### config.mk
export PLATFORM = sky130hd
export DESIGN_NAME = dcache_ctrl
export DESIGN_NICKNAME = d
export VERILOG_FILES = /design/src/rtl/dcache_ctrl_pkg.sv /design/src/rtl/dcache_ctrl.sv
export SDC_FILE = /design/constraint.sdc
export NUM_CORES = 1
export LEC_CHECK = 0
export CAP_MARGIN = 0
export CORE_AREA = 5 5 516 518
export DETAILED_ROUTE_END_ITERATION = 7
export DIE_AREA = 0 0 521 523
export GPL_TIMING_DRIVEN = 1
export HOLD_SLACK_MARGIN = 0.1
export SLEW_MARGIN = 20
export SYNTH_ARGS = -nofsm -noshare
export SYNTH_HDL_FRONTEND = slang
export SYNTH_SLANG_ARGS = --single-unit
export TNS_END_PERCENT = 1
### constraint.sdc
create_clock -name clk -period 21.6 [get_ports clk]
set_input_delay 4.32 -clock clk [delete_from_list [all_inputs] [get_ports clk]]
set_output_delay 4.32 -clock clk [all_outputs]
set_load 0.01 [all_outputs]
### src/rtl/dcache_ctrl_pkg.sv
// rtl/dcache_ctrl_pkg.sv - shared geometry defaults and controller state encoding
package dcache_ctrl_pkg;

   localparam int DBLOCK_SIZE     = 32;
   localparam int DSET_INDEX_SIZE = 5;
   localparam int DTAG_SIZE       = 32 - DSET_INDEX_SIZE - $clog2(DBLOCK_SIZE);

   typedef enum logic [1:0] {
      DCTRL_IDLE    = 2'd0,
      DCTRL_WB      = 2'd1,
      DCTRL_REFILL  = 2'd2,
      DCTRL_INSTALL = 2'd3
   } dctrl_state_t;

endpackage

### src/rtl/dcache_ctrl.sv
// rtl/dcache_ctrl.sv - data-cache sequencer: hit path, dirty writeback, refill, install
// and replay, plus wrapping hit/miss counters.
module dcache_ctrl
   import dcache_ctrl_pkg::*;
#(
   parameter int ADDR_W      = 32,
   parameter int BLOCK_BYTES = DBLOCK_SIZE,
   parameter int INDEX_W     = DSET_INDEX_SIZE,
   localparam int OFF_W      = $clog2(BLOCK_BYTES),
   localparam int TAG_W      = ADDR_W - INDEX_W - OFF_W,
   localparam int BB         = 8 * BLOCK_BYTES
) (
   input  logic                     clk,
   input  logic                     rst,
   input  logic                     cpu_ren,
   input  logic                     cpu_wen,
   input  logic [ADDR_W-1:0]        cpu_addr,
   input  logic [31:0]              cpu_wdata,
   input  logic [3:0]               cpu_be,
   output logic [31:0]              cpu_rdata,
   output logic                     cpu_stall,
   output logic                     sram_ren,
   output logic                     sram_wen,
   output logic                     sram_memWen,
   output logic [TAG_W+INDEX_W-1:0] sram_blockAddr,
   output logic [BLOCK_BYTES-1:0]   sram_bytesAccess,
   output logic [BB-1:0]            sram_dataIn,
   input  logic                     sram_hit,
   input  logic                     sram_dirty,
   input  logic [BB-1:0]            sram_dataOut,
   input  logic [TAG_W-1:0]         sram_victimTag,
   output logic                     mem_req,
   output logic                     mem_we,
   output logic [ADDR_W-1:0]        mem_addr,
   output logic [BB-1:0]            mem_wdata,
   input  logic [BB-1:0]            mem_rdata,
   input  logic                     mem_ack,
   output logic [31:0]              hit_cnt,
   output logic [31:0]              miss_cnt
);

   dctrl_state_t       state;
   logic [BB-1:0]      line_buf;
   logic [TAG_W-1:0]   req_tag;
   logic [INDEX_W-1:0] req_index;
   logic               replay;

   logic [TAG_W-1:0]   cpu_tag;
   logic [INDEX_W-1:0] cpu_index;
   logic [OFF_W-1:0]   word_sel;
   logic               req;
   logic               in_idle;
   logic               in_install;

   assign cpu_tag    = cpu_addr[ADDR_W-1 -: TAG_W];
   assign cpu_index  = cpu_addr[OFF_W +: INDEX_W];
   assign word_sel   = cpu_addr[OFF_W-1:0] >> 2;
   assign req        = cpu_ren | cpu_wen;
   assign in_idle    = (state == DCTRL_IDLE);
   assign in_install = (state == DCTRL_INSTALL);

   // The array sees CPU traffic only in IDLE; during a miss it is addressed by the latched request.
   assign sram_ren         = in_idle & cpu_ren & ~cpu_wen;
   assign sram_wen         = in_idle & cpu_wen;
   assign sram_blockAddr   = in_idle ? {cpu_tag, cpu_index} : {req_tag, req_index};
   assign sram_bytesAccess = in_install ? {BLOCK_BYTES{1'b1}}
                           : in_idle    ? (BLOCK_BYTES'(cpu_be) << {word_sel, 2'b00})
                           : {BLOCK_BYTES{1'b0}};
   assign sram_dataIn      = in_install ? line_buf : {(BLOCK_BYTES/4){cpu_wdata}};
   assign cpu_rdata        = sram_dataOut[{word_sel, 5'b00000} +: 32];
   assign cpu_stall        = ~in_idle | (req & ~sram_hit);

   always_ff @(posedge clk or posedge rst) begin
      if (rst) begin
         state       <= DCTRL_IDLE;
         hit_cnt     <= 32'd0;
         miss_cnt    <= 32'd0;
         mem_req     <= 1'b0;
         mem_we      <= 1'b0;
         mem_addr    <= '0;
         mem_wdata   <= '0;
         sram_memWen <= 1'b0;
         line_buf    <= '0;
         req_tag     <= '0;
         req_index   <= '0;
         replay      <= 1'b0;
      end else begin
         case (state)
            DCTRL_IDLE: begin
               replay <= 1'b0;
               if (req && sram_hit) begin
                  if (!replay) hit_cnt <= hit_cnt + 32'd1;
               end else if (req) begin
                  miss_cnt  <= miss_cnt + 32'd1;
                  req_tag   <= cpu_tag;
                  req_index <= cpu_index;
                  mem_req   <= 1'b1;
                  if (sram_dirty) begin
                     state     <= DCTRL_WB;
                     mem_we    <= 1'b1;
                     mem_addr  <= {sram_victimTag, cpu_index, {OFF_W{1'b0}}};
                     mem_wdata <= sram_dataOut;
                  end else begin
                     state    <= DCTRL_REFILL;
                     mem_we   <= 1'b0;
                     mem_addr <= {cpu_tag, cpu_index, {OFF_W{1'b0}}};
                  end
               end
            end
            DCTRL_WB: begin
               if (mem_ack) begin
                  state    <= DCTRL_REFILL;
                  mem_we   <= 1'b0;
                  mem_addr <= {req_tag, req_index, {OFF_W{1'b0}}};
               end
            end
            DCTRL_REFILL: begin
               if (mem_ack) begin
                  state       <= DCTRL_INSTALL;
                  line_buf    <= mem_rdata;
                  mem_req     <= 1'b0;
                  sram_memWen <= 1'b1;
               end
            end
            DCTRL_INSTALL: begin
               state       <= DCTRL_IDLE;
               sram_memWen <= 1'b0;
               replay      <= 1'b1;
            end
            default: state <= DCTRL_IDLE;
         endcase
      end
   end

endmodule

==> results of run 1 <==
==> final cells by class <==
cell class / count / area (sq um)
Clock buffer: 112 / 2450
Clock inverter: 45 / 686
Inverter: 8 / 33.8
Multi-Input combinational cell: 1651 / 12800
Tap cell: 3420 / 4280
Fill cell: 28583 / 211000
Timing Repair Buffer: 1335 / 13400
Antenna cell: 39 / 97.6
Sequential cell: 636 / 15900
==> layout by cell type, fill, tap and decap left out, types with 14 or more instances in the layout <==
cell,instances
a21oi_1,24
nand3_1,25
buf_4,26
xnor2_1,45
mux4_2,64
clkbuf_16,85
mux2_2,542
nand2_1,664
nor2_1,39
diode_2,39
mux2_1,31
clkdlybuf4s50_1,1302
o21ai_0,34
clkbuf_8,22
dfrtp_1,636
mux2i_1,29
xor2_1,17
nand2b_1,37
o21bai_1,32
nand4_1,14
==> power by group <==
group | internal (mW) | switching (mW) | leakage (nW)
Sequential | 1.75 | 0.359 | 7.69
Combinational | 1.48 | 1.54 | 10.7
Clock | 0.940 | 0.664 | 1.51
Total | 4.17 | 2.57 | 19.9
==> worst paths after layout <==
| path | from | to | slack, ns | cells after the start |
|---|---|---|---|---|
| min reg2reg | hit_cnt[31]$_DFFE_PP0P_ | hit_cnt[31]$_DFFE_PP0P_ | 0.48 | 1 |
| min in group asynchronous | rst | line_buf[155]$_DFFE_PP0P_ | 4.03 | 2 |
| max reg2reg | state[0]$_DFFE_PP0P_ | line_buf[233]$_DFFE_PP0P_ | 16.83 | 7 |
| min | hit_cnt[31]$_DFFE_PP0P_ | hit_cnt[31]$_DFFE_PP0P_ | 0.48 | 1 |
| max | cpu_addr[2] | cpu_rdata[13] | 10.08 | 5 |
| max in group asynchronous | rst | mem_wdata[172]$_DFFE_PP0P_ | 13.88 | 6 |
==> synthesized netlist by cell type <==
| cell | instances | area share [%] |
|---|---|---|
| inv_1 | 8 | 0.10 |
| nor3_1 | 5 | 0.085 |
| buf_4 | 5 | 0.13 |
| dfrtp_1 | 636 | 54 |
| nor3_4 | 1 | 0.055 |
| mux2_1 | 31 | 1.2 |
| or3_4 | 1 | 0.038 |
| and2_1 | 1 | 0.021 |
| mux4_2 | 64 | 4.9 |
| o21bai_1 | 32 | 0.82 |
| nor4_2 | 1 | 0.042 |
| nand3b_1 | 1 | 0.025 |
| mux2_2 | 542 | 21 |
| nor4_4 | 2 | 0.14 |
| o21ba_2 | 1 | 0.034 |
| or4_4 | 1 | 0.038 |
| nor2_1 | 39 | 0.50 |
| or2_4 | 1 | 0.030 |
| and4_1 | 5 | 0.15 |
| nor2_2 | 3 | 0.064 |
| buf_2 | 37 | 0.63 |
| o21ai_1 | 1 | 0.017 |
| or3_1 | 2 | 0.042 |
| nand2b_1 | 37 | 0.79 |
| and3_1 | 6 | 0.13 |
| xnor2_1 | 45 | 1.3 |
| and4_2 | 1 | 0.034 |
| or2_2 | 2 | 0.042 |
| o21ai_0 | 34 | 0.58 |
| mux2i_1 | 29 | 0.99 |
| nor3b_1 | 1 | 0.025 |
| nand4_4 | 1 | 0.072 |
| buf_1 | 15 | 0.19 |
| a21oi_1 | 24 | 0.41 |
| nor3_2 | 2 | 0.068 |
| conb_1 | 1 | 0.013 |
| clkbuf_1 | 121 | 1.5 |
| nand2_1 | 667 | 8.5 |
| xor2_1 | 17 | 0.51 |
| nand4_1 | 14 | 0.30 |
| ha_1 | 6 | 0.25 |
| nand3_1 | 25 | 0.42 |
| nor4_1 | 1 | 0.021 |
==> critical path, stage by stage <==
cell,delay [ns]
buf_6,0.52
buf_4,0.65
mux4_2,0.68
mux2_2,0.30
clkdlybuf4s50_1,0.64
==> flip-flops by register name, indices dropped and copies added, names as in the netlist, 2 cells and up <==
signal,flops
mem_wdata,256
req_index,5
mem_addr,27
miss_cnt,32
hit_cnt,32
req_tag,22
state,2
line_buf,256
==> routing by layer <==
layer  up-vias  share of wire [%]  wire (microns)
met5         -               0.26             650
met4        68                2.7            6660
li1      10953                  -               -
met1     13617                 40          101000
met3       396                 13           31500
met2      1547                 44          111000
==> per-stage QoR <==
| stage | hold slack [ns] | setup slack (ns) | instance area (sq um) |
|---|---|---|---|
| floorplan | 0.464 | 8.59 | 29500 |
| global placement | 0.462 | 9.92 | 46400 |
| detailed placement | 0.472 | 9.92 | 46400 |
| CTS | 0.482 | 9.92 | 49500 |
| global route | 0.499 | 9.86 | 49600 |
| finish | 0.478 | 10.08 | 49700 |
==> logic make-up (layout without fill, tap and decap cells) <==
| kind of cell | after synthesis | after routing | share of synthesized area [%] |
|---|---|---|---|
| simple gates | 820 | 820 | 11.6 |
| mux | 666 | 666 | 27.8 |
| flops | 636 | 636 | 54.0 |
| buf+inv | 186 | 1500 | 2.59 |
| compound gates | 92 | 92 | 1.85 |
| xor+xnor | 62 | 62 | 1.84 |
| fa+ha+maj | 6 | 6 | 0.255 |
| other cells | 1 | 44 | 0.0127 |
==> impl_metrics.env, run 1 <==
export IMPL_postLayoutCoreUtil_pct=19.0
export IMPL_max_freq_mhz=86.8
export IMPL_fin_crit_ns=11.52
export IMPL_synth_cell_types=43
export IMPL_drt_iter0_markers=1626
export IMPL_die_w_microns=521
export IMPL_finalHoldViolCount=0
export IMPL_cts_sinks=636
export IMPL_cts_buffers_inserted=85
export IMPL_cts_tree="built"
export IMPL_core_area_sq_um=261000
export IMPL_cts_setup_buffers=0
export IMPL_port_buffer_count=1306
export IMPL_wire_per_inst_microns=34.6
export IMPL_grt_ovfl_total=0
export IMPL_outcome="finished, final reports clean"
export IMPL_setup_tns_ns=0
export IMPL_avgSynthCellArea_sq_um=11.9
export IMPL_pin_count=1314
export IMPL_arrival_ns=7.20
export IMPL_worstMarginPinSlew_ns=1.16
export IMPL_area_growth_pct=68.6
export IMPL_top_usage_layer="met2"
export IMPL_cts_htree_levels=3
export IMPL_critPathKind="input port to primary output"
export IMPL_grt_max_degree=153
export IMPL_row_count=188
export IMPL_required_ns=17.28
export IMPL_dieHeight_microns=523
export IMPL_slew_headroom_pct=22.8
export IMPL_critPathLaunchType="input port"
export IMPL_fin_crit_sh_pct=53.3
export IMPL_cts_root_buf="clkbuf_16"
export IMPL_cp_end_kind="primary output"
export IMPL_dpl_hpwl_microns=214000
export IMPL_ir_drop_v=0.0000847
export IMPL_slew_viol_final=0
export IMPL_num_vias=26581
export IMPL_met1_usage_pct=21.2
export IMPL_vias_per_cell=3.67
export IMPL_clkLatencyLatePin_ns=0.73
export IMPL_grtUsageMet3_pct=9.38
export IMPL_rsz0062_at_grt="no"
export IMPL_routed_wl_microns=251000
export IMPL_grt_antenna_before_repair=196
export IMPL_synthCells=2469
export IMPL_gr_usage_met2_pct=27.7
export IMPL_ctsResizeCount=0
export IMPL_power_density_nw_per_um2=136
export IMPL_synth_seq_cells=636
export IMPL_drc=0
export IMPL_critPathMaxFanout=42
export IMPL_setup_viol=0
export IMPL_clock_skew_ns=0.0507
export IMPL_grt_pass1_wl_microns=312000
export IMPL_ys_seq_area_share_pct=54.0
export IMPL_fin_cells=7246
export IMPL_cap_violations=0
export IMPL_nets=4332
export IMPL_first_pass_iters=5
export IMPL_grt_pass1_vias=27454
export IMPL_die_area_sq_um=272000
export IMPL_layout_drive_gt1_share_pct=21.6
export IMPL_cts_path_max_buffers=3
export IMPL_drtAntennaViolNets=0
export IMPL_hold_class="flop to flop"
export IMPL_path_clk_slew_ns=0.06
export IMPL_place_inst=7049
export IMPL_start_util_pct=11.3
export IMPL_gp_congestion=1.03
export IMPL_gr_usage_all_layers_pct=17.7
export IMPL_netlist_area_sq_um=29500
export IMPL_power_mw=6.74
export IMPL_leakage_nw=19.9
export IMPL_yosysWarnings=0
export IMPL_hold_buffers=0
No activity file was read; power rests on OpenSTA's default activity.
==> inputs of run 2 (changes only) <==
- clock period: 21.6 -> 9.98 ns (I/O delays scaled with it)
==> run 2 against run 1 <==
Utilization about the same. Combinational power increased by 120%. Sequential share of layout area about the same. Count of clock-buffer cells in the layout increased by 4. Highest routed layer unchanged. Critical path depth unchanged. Flip-flop and latch count unchanged. Via count decreased by 0.50%. Hold slack got worse by 0.0063 ns. Largest power group unchanged. Largest cell class unchanged. Global-route usage about the same. Register-to-register slack got worse by 11 ns. Critical path type unchanged. Clock power increased by 110%.
==> impl_metrics.env, run 2 (synthesized netlist as in run 1, its figures left out) <==
export IMPL_outcome="finished, final reports clean"
export IMPL_fin_crit_sh_pct=67.1
export IMPL_arrival_ns=4.70
export IMPL_hold_depth=1
export IMPL_required_ns=7.98
export IMPL_slew_headroom_pct=29.2
export IMPL_setup_viol=0
export IMPL_drtAntennaViolNets=0
export IMPL_max_stage_delay_ns=0.72
export IMPL_crit_slowest_cell="clkdlybuf4s50_1"
export IMPL_row_count=188
export IMPL_area_growth_pct=68.6
export IMPL_hold_class="flop to flop"
export IMPL_power_mw=14.5
export IMPL_start_util_pct=11.3
export IMPL_drt_iter0_markers=1692
export IMPL_layout_drive_gt1_share_pct=21.5
export IMPL_dieHeight_microns=523
export IMPL_clkLatencyLatePin_ns=0.72
export IMPL_hold_buffers=0
export IMPL_gp_congestion=0.984
export IMPL_cts_root_buf="clkbuf_16"
export IMPL_ctsResizeCount=0
export IMPL_grt_max_degree=149
export IMPL_fin_crit_ns=6.70
export IMPL_num_vias=26449
export IMPL_grt_antenna_before_repair=194
export IMPL_critPathMaxFanout=37
export IMPL_port_buffer_count=1306
export IMPL_critical_path_buf_inv_count=3
export IMPL_pin_count=1314
export IMPL_critPathKind="input port to primary output"
export IMPL_cp_cell_sequence="buf_4, buf_4, mux4_2, mux2_2, clkdlybuf4s50_1"
export IMPL_crit_path_frequent_cell="buf_4"
export IMPL_power_density_nw_per_um2=293
export IMPL_core_area_sq_um=261000
export IMPL_path_clk_slew_ns=0.06
export IMPL_die_w_microns=521
export IMPL_cap_violations=0
export IMPL_critPathLaunchType="input port"
export IMPL_first_pass_iters=5
export IMPL_finalHoldViolCount=0
export IMPL_wire_per_inst_microns=34.6
export IMPL_cts_buffers_inserted=87
export IMPL_cts_path_max_buffers=3
export IMPL_cts_setup_buffers=0
export IMPL_grt_pass1_vias=27271
export IMPL_drc=0
export IMPL_cp_depth=5
export IMPL_gr_usage_all_layers_pct=17.7
export IMPL_crit_family="buffers and inverters"
export IMPL_dpl_hpwl_microns=214000
export IMPL_mostFrequentLayoutCell="clkdlybuf4s50_1"
export IMPL_leakage_nw=19.9
export IMPL_rr_worst_depth=9
export IMPL_most_common_layout_cells="clkdlybuf4s50_1 (1302), nand2_1 (664), dfrtp_1 (636)"
export IMPL_largestRegisters="line_buf x256, mem_wdata x256"
export IMPL_max_freq_mhz=149
export IMPL_routed_wl_microns=250000
export IMPL_fin_area_sq_um=49700
export IMPL_grt_pass1_wl_microns=312000
export IMPL_dpl_cell_area_sq_um=46500
export IMPL_slew_viol_final=0
export IMPL_die_area_sq_um=272000
export IMPL_vias_per_cell=3.65
export IMPL_cts_sinks=636
export IMPL_grt_ovfl_total=0
export IMPL_cts_tree="built"
export IMPL_worstMarginPinSlew_ns=1.06
export IMPL_cp_end_kind="primary output"
export IMPL_cts_htree_levels=3
export IMPL_ir_drop_v=0.000189
export IMPL_rsz0062_at_grt="no"
export IMPL_clock_skew_ns=0.0210
export IMPL_fillers=28471
export IMPL_nets=4338
==> run 2: layout make-up <==
cell class,count,area (sq um),share of cell area (%)
Sequential cell,636,15900,32.0
Inverter,8,33.8,0.0680
Tap cell,3420,4280,8.62
Timing Repair Buffer,1339,13400,27.0
Clock inverter,43,627,1.26
Antenna cell,34,85.1,0.171
Multi-Input combinational cell,1651,12800,25.8
Clock buffer,116,2470,4.97
==> run 2: stage by stage <==
| step | hold slack, ns | instances | utilization [%] | TNS [ns] | worst slack (ns) |
|---|---|---|---|---|---|
| after floorplan | 0.464 | 2473 | - | -446.97 | -0.703 |
| after global placement | 0.463 | 7054 | 17.8 | 0 | 3.25 |
| after detailed placement | 0.466 | 7054 | 17.8 | 0 | 3.23 |
| after CTS | 0.475 | 7213 | 19.0 | 0 | 3.23 |
| after global routing | 0.486 | 7218 | 19.0 | 0 | 3.24 |
| final | 0.472 | 7247 | 19.0 | 0 | 3.28 |
==> run 2: report_power, final <==
part	switching (mW)	leakage, nW	internal, mW
clock	1.44	1.50	2.00
combinational	3.39	10.7	3.21
sequential	0.721	7.69	3.79
==> run 2: path summary, 6_finish.rpt <==
kind,startpoint,endpoint,slack (ns)
hold / removal,hit_cnt[31]$_DFFE_PP0P_,hit_cnt[31]$_DFFE_PP0P_,0.47
min in group asynchronous,rst,line_buf[220]$_DFFE_PP0P_,1.79
setup reg to reg,state[0]$_DFFE_PP0P_,mem_wdata[237]$_DFFE_PP0P_,6.12
hold reg to reg,hit_cnt[31]$_DFFE_PP0P_,hit_cnt[31]$_DFFE_PP0P_,0.47
setup / recovery,cpu_addr[3],cpu_rdata[13],3.28
max in group asynchronous,rst,mem_wdata[101]$_DFFE_PP0P_,6.34
==> run 2: per-layer routing <==
layer | wire (microns) | part of all wire (%) | global-route usage [%]
met1 | 94600 | 38 | 19.7
met2 | 110000 | 44 | 27.8
met3 | 37900 | 15 | 12.2
met4 | 7480 | 3.0 | 4.07
met5 | 509 | 0.20 | 0
==> inputs of run 3 (changes only) <==
- clock period: 9.98 -> 6.6 ns (I/O delays scaled with it)
==> run 3 against run 2 <==
Sequential power is 53% higher. Hold slack got worse by 0.0042 ns. Critical endpoint is now sram_dataIn[145]. Utilization grew 0.071 points. Power grew 52%. Final cell count increased by 0.29%. Setup slack got worse by 1.9 ns.
==> impl_metrics.env, run 3 (synthesized netlist as in run 1, its figures left out) <==
export IMPL_outcome="finished, final reports clean"
export IMPL_grt_ovfl_total=0
export IMPL_critical_path_buf_inv_count=2
export IMPL_area_growth_pct=69.2
export IMPL_critPathKind="flop to primary output"
export IMPL_fin_area_sq_um=49800
export IMPL_vias_per_cell=3.71
export IMPL_max_freq_mhz=192
export IMPL_setup_viol=0
export IMPL_max_stage_delay_ns=0.69
export IMPL_gr_usage_all_layers_pct=17.9
export IMPL_cts_tree="built"
export IMPL_finalHoldViolCount=0
export IMPL_power_density_nw_per_um2=444
export IMPL_gp_congestion=1.00
export IMPL_cts_path_max_buffers=3
export IMPL_first_pass_iters=5
export IMPL_ir_drop_v=0.000228
export IMPL_start_util_pct=11.3
export IMPL_most_common_layout_cells="clkdlybuf4s50_1 (1302), nand2_1 (664), dfrtp_1 (636)"
export IMPL_slew_headroom_pct=29.7
export IMPL_critPathLaunchType="flop"
export IMPL_clock_skew_ns=0.0644
export IMPL_cap_violations=0
export IMPL_die_area_sq_um=272000
export IMPL_place_inst=7079
export IMPL_critPathMaxFanout=37
export IMPL_core_area_sq_um=261000
export IMPL_arrival_ns=3.88
export IMPL_path_clk_slew_ns=0.05
export IMPL_cts_sinks=636
export IMPL_rsz0062_at_grt="no"
export IMPL_largestRegisters="line_buf x256, mem_wdata x256"
export IMPL_hold_class="flop to flop"
export IMPL_cts_setup_buffers=0
export IMPL_fin_crit_ns=5.20
export IMPL_row_count=188
export IMPL_crit_family="simple AND/OR/NAND/NOR gates"
export IMPL_fin_crit_sh_pct=78.8
export IMPL_grt_antenna_before_repair=199
export IMPL_cp_end_kind="primary output"
export IMPL_cts_htree_levels=3
export IMPL_ctsResizeCount=0
export IMPL_hold_buffers=0
export IMPL_cts_root_buf="clkbuf_16"
export IMPL_cp_cell_sequence="ha_4, buf_4, nand2b_1, nand2_1, clkdlybuf4s50_1"
export IMPL_wire_per_inst_microns=34.7
export IMPL_nets=4364
export IMPL_drt_iter0_markers=2119
export IMPL_grt_pass1_wl_microns=315000
export IMPL_crit_slowest_cell="nand2b_1"
export IMPL_pin_count=1314
export IMPL_dpl_hpwl_microns=217000
export IMPL_clkLatencyLatePin_ns=0.76
export IMPL_fin_cells=7268
export IMPL_drc=0
export IMPL_num_vias=26983
export IMPL_worstMarginPinSlew_ns=1.05
export IMPL_port_buffer_count=1306
export IMPL_required_ns=5.28
export IMPL_cts_buffers_inserted=88
export IMPL_drtAntennaViolNets=0
export IMPL_grt_max_degree=130
export IMPL_dpl_cell_area_sq_um=46700
export IMPL_grt_pass1_vias=27509
export IMPL_leakage_nw=20.0
export IMPL_layout_drive_gt1_share_pct=22.0
export IMPL_dieHeight_microns=523
export IMPL_postLayoutCoreUtil_pct=19.1
export IMPL_slew_viol_final=0
export IMPL_timing_hold_ws_ns=0.468
export IMPL_die_w_microns=521
export IMPL_routed_wl_microns=253000
export IMPL_mostFrequentLayoutCell="clkdlybuf4s50_1"
run 3: layout make-up:
| type | instances | area (sq um) |
|---|---|---|
| Antenna cell | 34 | 85.1 |
| Clock buffer | 109 | 2400 |
| Clock inverter | 46 | 666 |
| Fill cell | 28477 | 211000 |
| Inverter | 8 | 33.8 |
| Multi-Input combinational cell | 1651 | 12800 |
| Sequential cell | 636 | 15900 |
| Tap cell | 3420 | 4280 |
| Timing Repair Buffer | 1364 | 13600 |
run 3: metal layers:
layer	GRT usage, %	vias to the layer above	part of all wire [%]
met3	12.3	453	16
met4	4.13	78	2.8
met5	0	-	0.20
li1	-	11014	-
met2	27.9	1731	44
met1	19.9	13707	37
run 3: power breakdown:
group / switching [mW] / internal [mW]
Sequential: 1.16 / 5.73
Clock: 2.19 / 3.01
Combinational: 5.19 / 4.88
Total: 8.53 / 13.6
run 3: worst paths after layout:
check | start | to | slack (ns) | cells after the start
setup reg to reg | state[0]$_DFFE_PP0P_ | mem_wdata[29]$_DFFE_PP0P_ | 3.03 | 8
max in group asynchronous | rst | mem_addr[7]$_DFFE_PP0P_ | 3.76 | 4
hold / removal | miss_cnt[31]$_DFFE_PP0P_ | miss_cnt[31]$_DFFE_PP0P_ | 0.47 | 1
min in group asynchronous | rst | line_buf[192]$_DFFE_PP0P_ | 1.14 | 2
hold reg to reg | miss_cnt[31]$_DFFE_PP0P_ | miss_cnt[31]$_DFFE_PP0P_ | 0.47 | 1
setup / recovery | state[0]$_DFFE_PP0P_ | sram_dataIn[145] | 1.40 | 5
run 3: metrics by stage:
stage / setup slack [ns] / power [mW] / setup TNS [ns]
2_1_floorplan: -3.41 / 10.6 / -2166.71
3_3_place_gp: 1.56 / 17.0 / 0
3_5_place_dp: 1.55 / 17.1 / 0
4_1_cts: 1.22 / 22.5 / 0
5_1_grt: 1.18 / 23.4 / 0
6_report: 1.40 / 22.1 / 0
